### src/rtl/l1c_arb_pkg.sv
// Shared types for the L1 I/D memory-port arbiter: FSM states, requester ids and
// the latched request bundle whose widths follow DATA_BITS / CACHE_TYPE_BITS.
`ifndef DATA_BITS
`define DATA_BITS 32
`endif
`ifndef CACHE_TYPE_BITS
`define CACHE_TYPE_BITS 3
`endif

package l1c_arb_pkg;

  localparam int unsigned REQ_ADDR_W = `DATA_BITS;
  localparam int unsigned REQ_DATA_W = `DATA_BITS;
  localparam int unsigned REQ_TYPE_W = `CACHE_TYPE_BITS;

  typedef enum logic [1:0] {
    IDLE  = 2'd0,
    ISSUE = 2'd1,
    BUSY  = 2'd2
  } arb_state_e;

  typedef enum logic {
    REQ_I = 1'b0,
    REQ_D = 1'b1
  } req_id_e;

  typedef struct packed {
    logic [REQ_ADDR_W-1:0] addr;
    logic                  write;
    logic [REQ_DATA_W-1:0] wdata;
    logic [REQ_TYPE_W-1:0] acc_type;
  } req_t;

endpackage

### src/rtl/l1c_mem_arbiter_rr_pick2.sv
// Two-way round-robin selector: a lone request wins outright, a tie goes to the
// requester that did not win last time.
module rr_pick2
  import l1c_arb_pkg::*;
(
  input  logic    i_req,
  input  logic    d_req,
  input  req_id_e last_gnt,
  output logic    gnt_valid,
  output req_id_e gnt_id
);

  always_comb begin
    gnt_valid = i_req | d_req;
    gnt_id    = REQ_I;
    if (i_req && d_req) begin
      if (last_gnt == REQ_I) gnt_id = REQ_D;
      else                   gnt_id = REQ_I;
    end else if (d_req) begin
      gnt_id = REQ_D;
    end
  end

endmodule

### src/rtl/l1c_mem_arbiter.sv
// Shares the CPU-wrapper memory port between the L1 I and D caches.
// Define L1C_ARB_PERF_EN to build the saturating completed-transaction counters.
//
// state | meaning
// IDLE  | no grant held; round-robin pick latches the winning request
// ISSUE | first memory cycle, mem_wait ignored
// BUSY  | waiting for mem_wait low; that cycle completes the granted requester
module l1c_mem_arbiter
  import l1c_arb_pkg::*;
#(
  parameter int unsigned ADDR_W = REQ_ADDR_W,
  parameter int unsigned DATA_W = REQ_DATA_W,
  parameter int unsigned TYPE_W = REQ_TYPE_W,
  parameter int unsigned CNT_W  = 16
) (
  input  logic              clk,
  input  logic              rst,
  input  logic              i_req,
  input  logic [ADDR_W-1:0] i_addr,
  input  logic              i_write,
  input  logic [DATA_W-1:0] i_in,
  input  logic [TYPE_W-1:0] i_type,
  output logic              i_wait,
  output logic [DATA_W-1:0] i_out,
  input  logic              d_req,
  input  logic [ADDR_W-1:0] d_addr,
  input  logic              d_write,
  input  logic [DATA_W-1:0] d_in,
  input  logic [TYPE_W-1:0] d_type,
  output logic              d_wait,
  output logic [DATA_W-1:0] d_out,
  output logic              mem_req,
  output logic [ADDR_W-1:0] mem_addr,
  output logic              mem_write,
  output logic [DATA_W-1:0] mem_in,
  output logic [TYPE_W-1:0] mem_type,
  input  logic [DATA_W-1:0] mem_out,
  input  logic              mem_wait,
  output logic [CNT_W-1:0]  i_grant_cnt,
  output logic [CNT_W-1:0]  d_grant_cnt
);

  arb_state_e state_q;
  req_id_e    gnt_q;
  req_id_e    last_gnt_q;
  req_id_e    pick_id;
  logic       pick_vld;
  logic       mem_req_q;
  logic       done;
  req_t       lat_q;
  req_t       i_bundle;
  req_t       d_bundle;

  rr_pick2 u_pick (
    .i_req     (i_req),
    .d_req     (d_req),
    .last_gnt  (last_gnt_q),
    .gnt_valid (pick_vld),
    .gnt_id    (pick_id)
  );

  always_comb begin
    i_bundle = '{addr: REQ_ADDR_W'(i_addr), write: i_write,
                 wdata: REQ_DATA_W'(i_in), acc_type: REQ_TYPE_W'(i_type)};
    d_bundle = '{addr: REQ_ADDR_W'(d_addr), write: d_write,
                 wdata: REQ_DATA_W'(d_in), acc_type: REQ_TYPE_W'(d_type)};
  end

  assign done = (state_q == BUSY) && !mem_wait;

  always_ff @(posedge clk or negedge rst) begin
    if (!rst) begin
      state_q    <= IDLE;
      gnt_q      <= REQ_I;
      last_gnt_q <= REQ_I;
      lat_q      <= '0;
      mem_req_q  <= 1'b0;
    end else begin
      unique case (state_q)
        IDLE: begin
          if (pick_vld) begin
            lat_q     <= (pick_id == REQ_D) ? d_bundle : i_bundle;
            gnt_q     <= pick_id;
            mem_req_q <= 1'b1;
            state_q   <= ISSUE;
          end
        end
        ISSUE: state_q <= BUSY;
        BUSY: begin
          if (!mem_wait) begin
            last_gnt_q <= gnt_q;
            mem_req_q  <= 1'b0;
            state_q    <= IDLE;
          end
        end
        default: begin
          mem_req_q <= 1'b0;
          state_q   <= IDLE;
        end
      endcase
    end
  end

  // A requester that dropped req mid-grant simply sees wait low; the result is discarded.
  assign i_wait = i_req && !(done && (gnt_q == REQ_I));
  assign d_wait = d_req && !(done && (gnt_q == REQ_D));
  assign i_out  = mem_out;
  assign d_out  = mem_out;

  assign mem_req   = mem_req_q;
  assign mem_addr  = ADDR_W'(lat_q.addr);
  assign mem_write = lat_q.write;
  assign mem_in    = DATA_W'(lat_q.wdata);
  assign mem_type  = TYPE_W'(lat_q.acc_type);

`ifdef L1C_ARB_PERF_EN
  logic [CNT_W-1:0] i_cnt_q;
  logic [CNT_W-1:0] d_cnt_q;

  always_ff @(posedge clk or negedge rst) begin
    if (!rst) begin
      i_cnt_q <= '0;
      d_cnt_q <= '0;
    end else if (done) begin
      if (gnt_q == REQ_I) begin
        if (i_cnt_q != '1) i_cnt_q <= i_cnt_q + CNT_W'(1);
      end else begin
        if (d_cnt_q != '1) d_cnt_q <= d_cnt_q + CNT_W'(1);
      end
    end
  end

  assign i_grant_cnt = i_cnt_q;
  assign d_grant_cnt = d_cnt_q;
`else
  assign i_grant_cnt = '0;
  assign d_grant_cnt = '0;
`endif

endmodule

### config.mk
export PLATFORM = sky130hd
export DESIGN_NAME = l1c_mem_arbiter
export DESIGN_NICKNAME = d
export VERILOG_FILES = /design/src/rtl/l1c_arb_pkg.sv /design/src/rtl/l1c_mem_arbiter_rr_pick2.sv /design/src/rtl/l1c_mem_arbiter.sv
export SDC_FILE = /design/constraint.sdc
export NUM_CORES = 1
export LEC_CHECK = 0
export CAP_MARGIN = 20
export CORE_AREA = 2 2 131 133
export CTS_CLUSTER_DIAMETER = 200
export DETAILED_ROUTE_END_ITERATION = 10
export DIE_AREA = 0 0 133 135
export GPL_ROUTABILITY_DRIVEN = 1
export PLACE_DENSITY = 0.72
export SLEW_MARGIN = 20
export SYNTH_ARGS = -nofsm -noshare
export SYNTH_HDL_FRONTEND = slang
export SYNTH_SLANG_ARGS = --single-unit
### constraint.sdc
create_clock -name clk -period 1.8 [get_ports clk]
set_input_delay 0.36 -clock clk [delete_from_list [all_inputs] [get_ports clk]]
set_output_delay 0.36 -clock clk [all_outputs]
set_load 0.02 [all_outputs]
==> flow_metrics.env <==
export IMPL_fin_tns_setup_ps=0
export IMPL_grt_overflow_total=0
export IMPL_initial_core_util_pct=26.5
export IMPL_std_cell_rows=47
export IMPL_cts_buffer_depth=2
export IMPL_die_y_um=135
export IMPL_critPathTopFamily="buffers and inverters"
export IMPL_firstDrtPassIters=3
export IMPL_peakVddDrop_mv=0.804
export IMPL_synth_top_area_cell="dfrtp_1"
export IMPL_crit_fanout=2
export IMPL_grtUsageTotal_pct=12.7
export IMPL_area_growth_syn_to_layout_pct=49.4
export IMPL_nNetsFinal=660
export IMPL_final_cell_mix="clkdlybuf4s50_1 (208), mux2_2 (119), dfrtp_1 (73)"
export IMPL_power_density_nw_per_um2=1580
export IMPL_grt_start_max_net_pins=46
export IMPL_path_class="flip-flop to output port"
export IMPL_clock_sinks=73
export IMPL_holdCritPathClass="flip-flop to flip-flop"
export IMPL_clock_latency_ps=330
export IMPL_max_freq_mhz=582
export IMPL_maxCapViolCount=0
export IMPL_setup_ws_ps=82.9
export IMPL_syn_area_um2=4340
export IMPL_dp_cells=695
export IMPL_path_clk_slew_ps=60
export IMPL_cts_tree="done"
export IMPL_critPathBufInv=1
export IMPL_cp_start_kind="flip-flop"
export IMPL_cp_required_ps=1440
export IMPL_ys_seq_area_share_pct=42.1
export IMPL_antenna_found_initial=0
export IMPL_final_common_cell="clkdlybuf4s50_1"
export IMPL_wl_per_cell_um=16.0
export IMPL_slowest_delay_ps=660
export IMPL_die_width_um=133
export IMPL_antenna_left=0
export IMPL_io_buffer_count=211
export IMPL_fin_skew_ps=4.02
export IMPL_post_route_drc_count=0
export IMPL_drive_gt1_share_pct=33.7
export IMPL_fill_cells=1556
export IMPL_synth_top_cells_by_area="dfrtp_1 (42%), mux2_2 (31%), buf_4 (17%)"
export IMPL_cts_root_buf="clkbuf_16"
export IMPL_cts_setup_buffers=0
export IMPL_arrival_ps=1360
export IMPL_core_area_um2=16400
export IMPL_dieArea_um2=18000
export IMPL_place_gp_congestion=0.744
export IMPL_multi_input_area_um2=1830
export IMPL_via_count=2898
export IMPL_post_dp_hpwl_mm=9.13
export IMPL_period_needed_ps=1720
export IMPL_vias_per_cell=4.07
export IMPL_cts_buffers=9
export IMPL_drt_iter0_drc=46
export IMPL_hold_viol_final=0
export IMPL_insertedDiodeCount=0
export IMPL_path_cells="clkdlybuf4s50_1"
export IMPL_htree_levels=3
export IMPL_synthCells=336
export IMPL_pre_cts_slack_ps=-293
export IMPL_leakage_uw=0.00265
export IMPL_grt_pass1_vias=3236
export IMPL_ys_ff_latch=73
export IMPL_outcome="finished, final reports clean"
export IMPL_end_kind="output port"
export IMPL_final_cells=712
export IMPL_synth_cell_types=16
export IMPL_seq_area_um2=1830
export IMPL_io_pins=340
export IMPL_drt_wl_total_mm=11.4
export IMPL_yosysTopAreaCellShare_pct=42.1
export IMPL_period_share_pct=95.4
export IMPL_avgSynthCellArea_um2=12.9
export IMPL_setup_violations=0
export IMPL_grt_pass1_wl_mm=17.6
export IMPL_ys_warn_count=0
export IMPL_critPathSlowestCell="clkdlybuf4s50_1"
export IMPL_grt_setup_unrepaired="no"
export IMPL_slew_viol_final=0
[report_power, final]
group	leakage [uW]	switching [uW]	internal (uW)	total, uW
Clock	0.000149	724	1220	1940
Combinational	0.00165	2380	3010	5390
Sequential	0.000853	442	2500	2940
[sequential cells by signal, indices dropped and copies added, names as in the netlist]
| signal | flops |
|---|---|
| mem_type | 3 |
| last_gnt_q | 1 |
| mem_write | 1 |
| mem_req | 1 |
| state_q | 2 |
| mem_addr | 32 |
| gnt_q | 1 |
| mem_in | 32 |
[area by class of cell]
cell class	instances	area share (%)
Multi-Input combinational cell	181	28.1
Timing Repair Buffer	220	34.4
Tap cell	220	4.24
Clock inverter	6	1.43
Inverter	2	0.116
Sequential cell	73	28.1
Clock buffer	10	3.53
[synthesized netlist by cell type (all sizes together)]
cell type / number
a21bo: 1
a21boi: 2
a21o: 1
buf: 111
conb: 1
dfrtp: 73
inv: 2
mux2: 137
nand2b: 2
nor2: 2
nor3: 1
o21ai: 2
o32ai: 1
[per-stage QoR]
step	total power [uW]	cell area, um2	hold WS (ps)	util (%)
3_5_place_dp	8420	6170	317	37.6
3_3_place_gp	8330	6170	318	37.6
5_1_grt	10800	6490	509	39.6
6_report	10300	6490	493	39.6
4_1_cts	10500	6500	487	39.6
2_1_floorplan	6110	4460	64.4	-
[kinds of logic (layout without fill, tap and decap cells)]
group	after synthesis	count (layout)	share of synthesized area (%)
AND/OR/NAND/NOR	5	5	0.691
other	1	32	0.0863
AO/OA/AOI/OAI	7	7	1.18
multiplexers	137	137	37.1
buffers and inverters	113	238	18.9
flip-flops	73	73	42.1
[routing by layer]
metal | vias to the layer above | global-route usage, % | part of all wire (%)
met1 | 1370 | 12.9 | 34
met3 | 15 | 4.17 | 8.8
met5 | - | 0 | 0
met2 | 183 | 24.0 | 55
met4 | 0 | 5.32 | 1.9
li1 | 1330 | - | -
[final timing paths]
| check | start | end | slack [ps] | depth (start not counted) |
|---|---|---|---|---|
| setup / recovery | mem_in[7]$_DFFE_PN0P_ | mem_in[7] | 80 | 1 |
| hold / removal | mem_req$_DFFE_PN0P_ | mem_req$_DFFE_PN0P_ | 490 | 1 |
| setup reg to reg | state_q[0]$_DFFE_PN0P_ | mem_in[15]$_DFFE_PN0P_ | 220 | 4 |
| hold reg to reg | mem_req$_DFFE_PN0P_ | mem_req$_DFFE_PN0P_ | 490 | 1 |
| max in group asynchronous | rst | mem_in[31]$_DFFE_PN0P_ | 720 | 3 |
| min in group asynchronous | rst | mem_in[25]$_DFFE_PN0P_ | 500 | 2 |
[repair_timing]
action                                  4_1_cts  5_1_grt
hold endpoints to repair                     28        0
cloned                                        0        0
resized for setup                             9        2
endpoints found under the setup margin        2        2
hold buffers                                  1        0
Note: power is estimated with default switching activity, not from simulation.
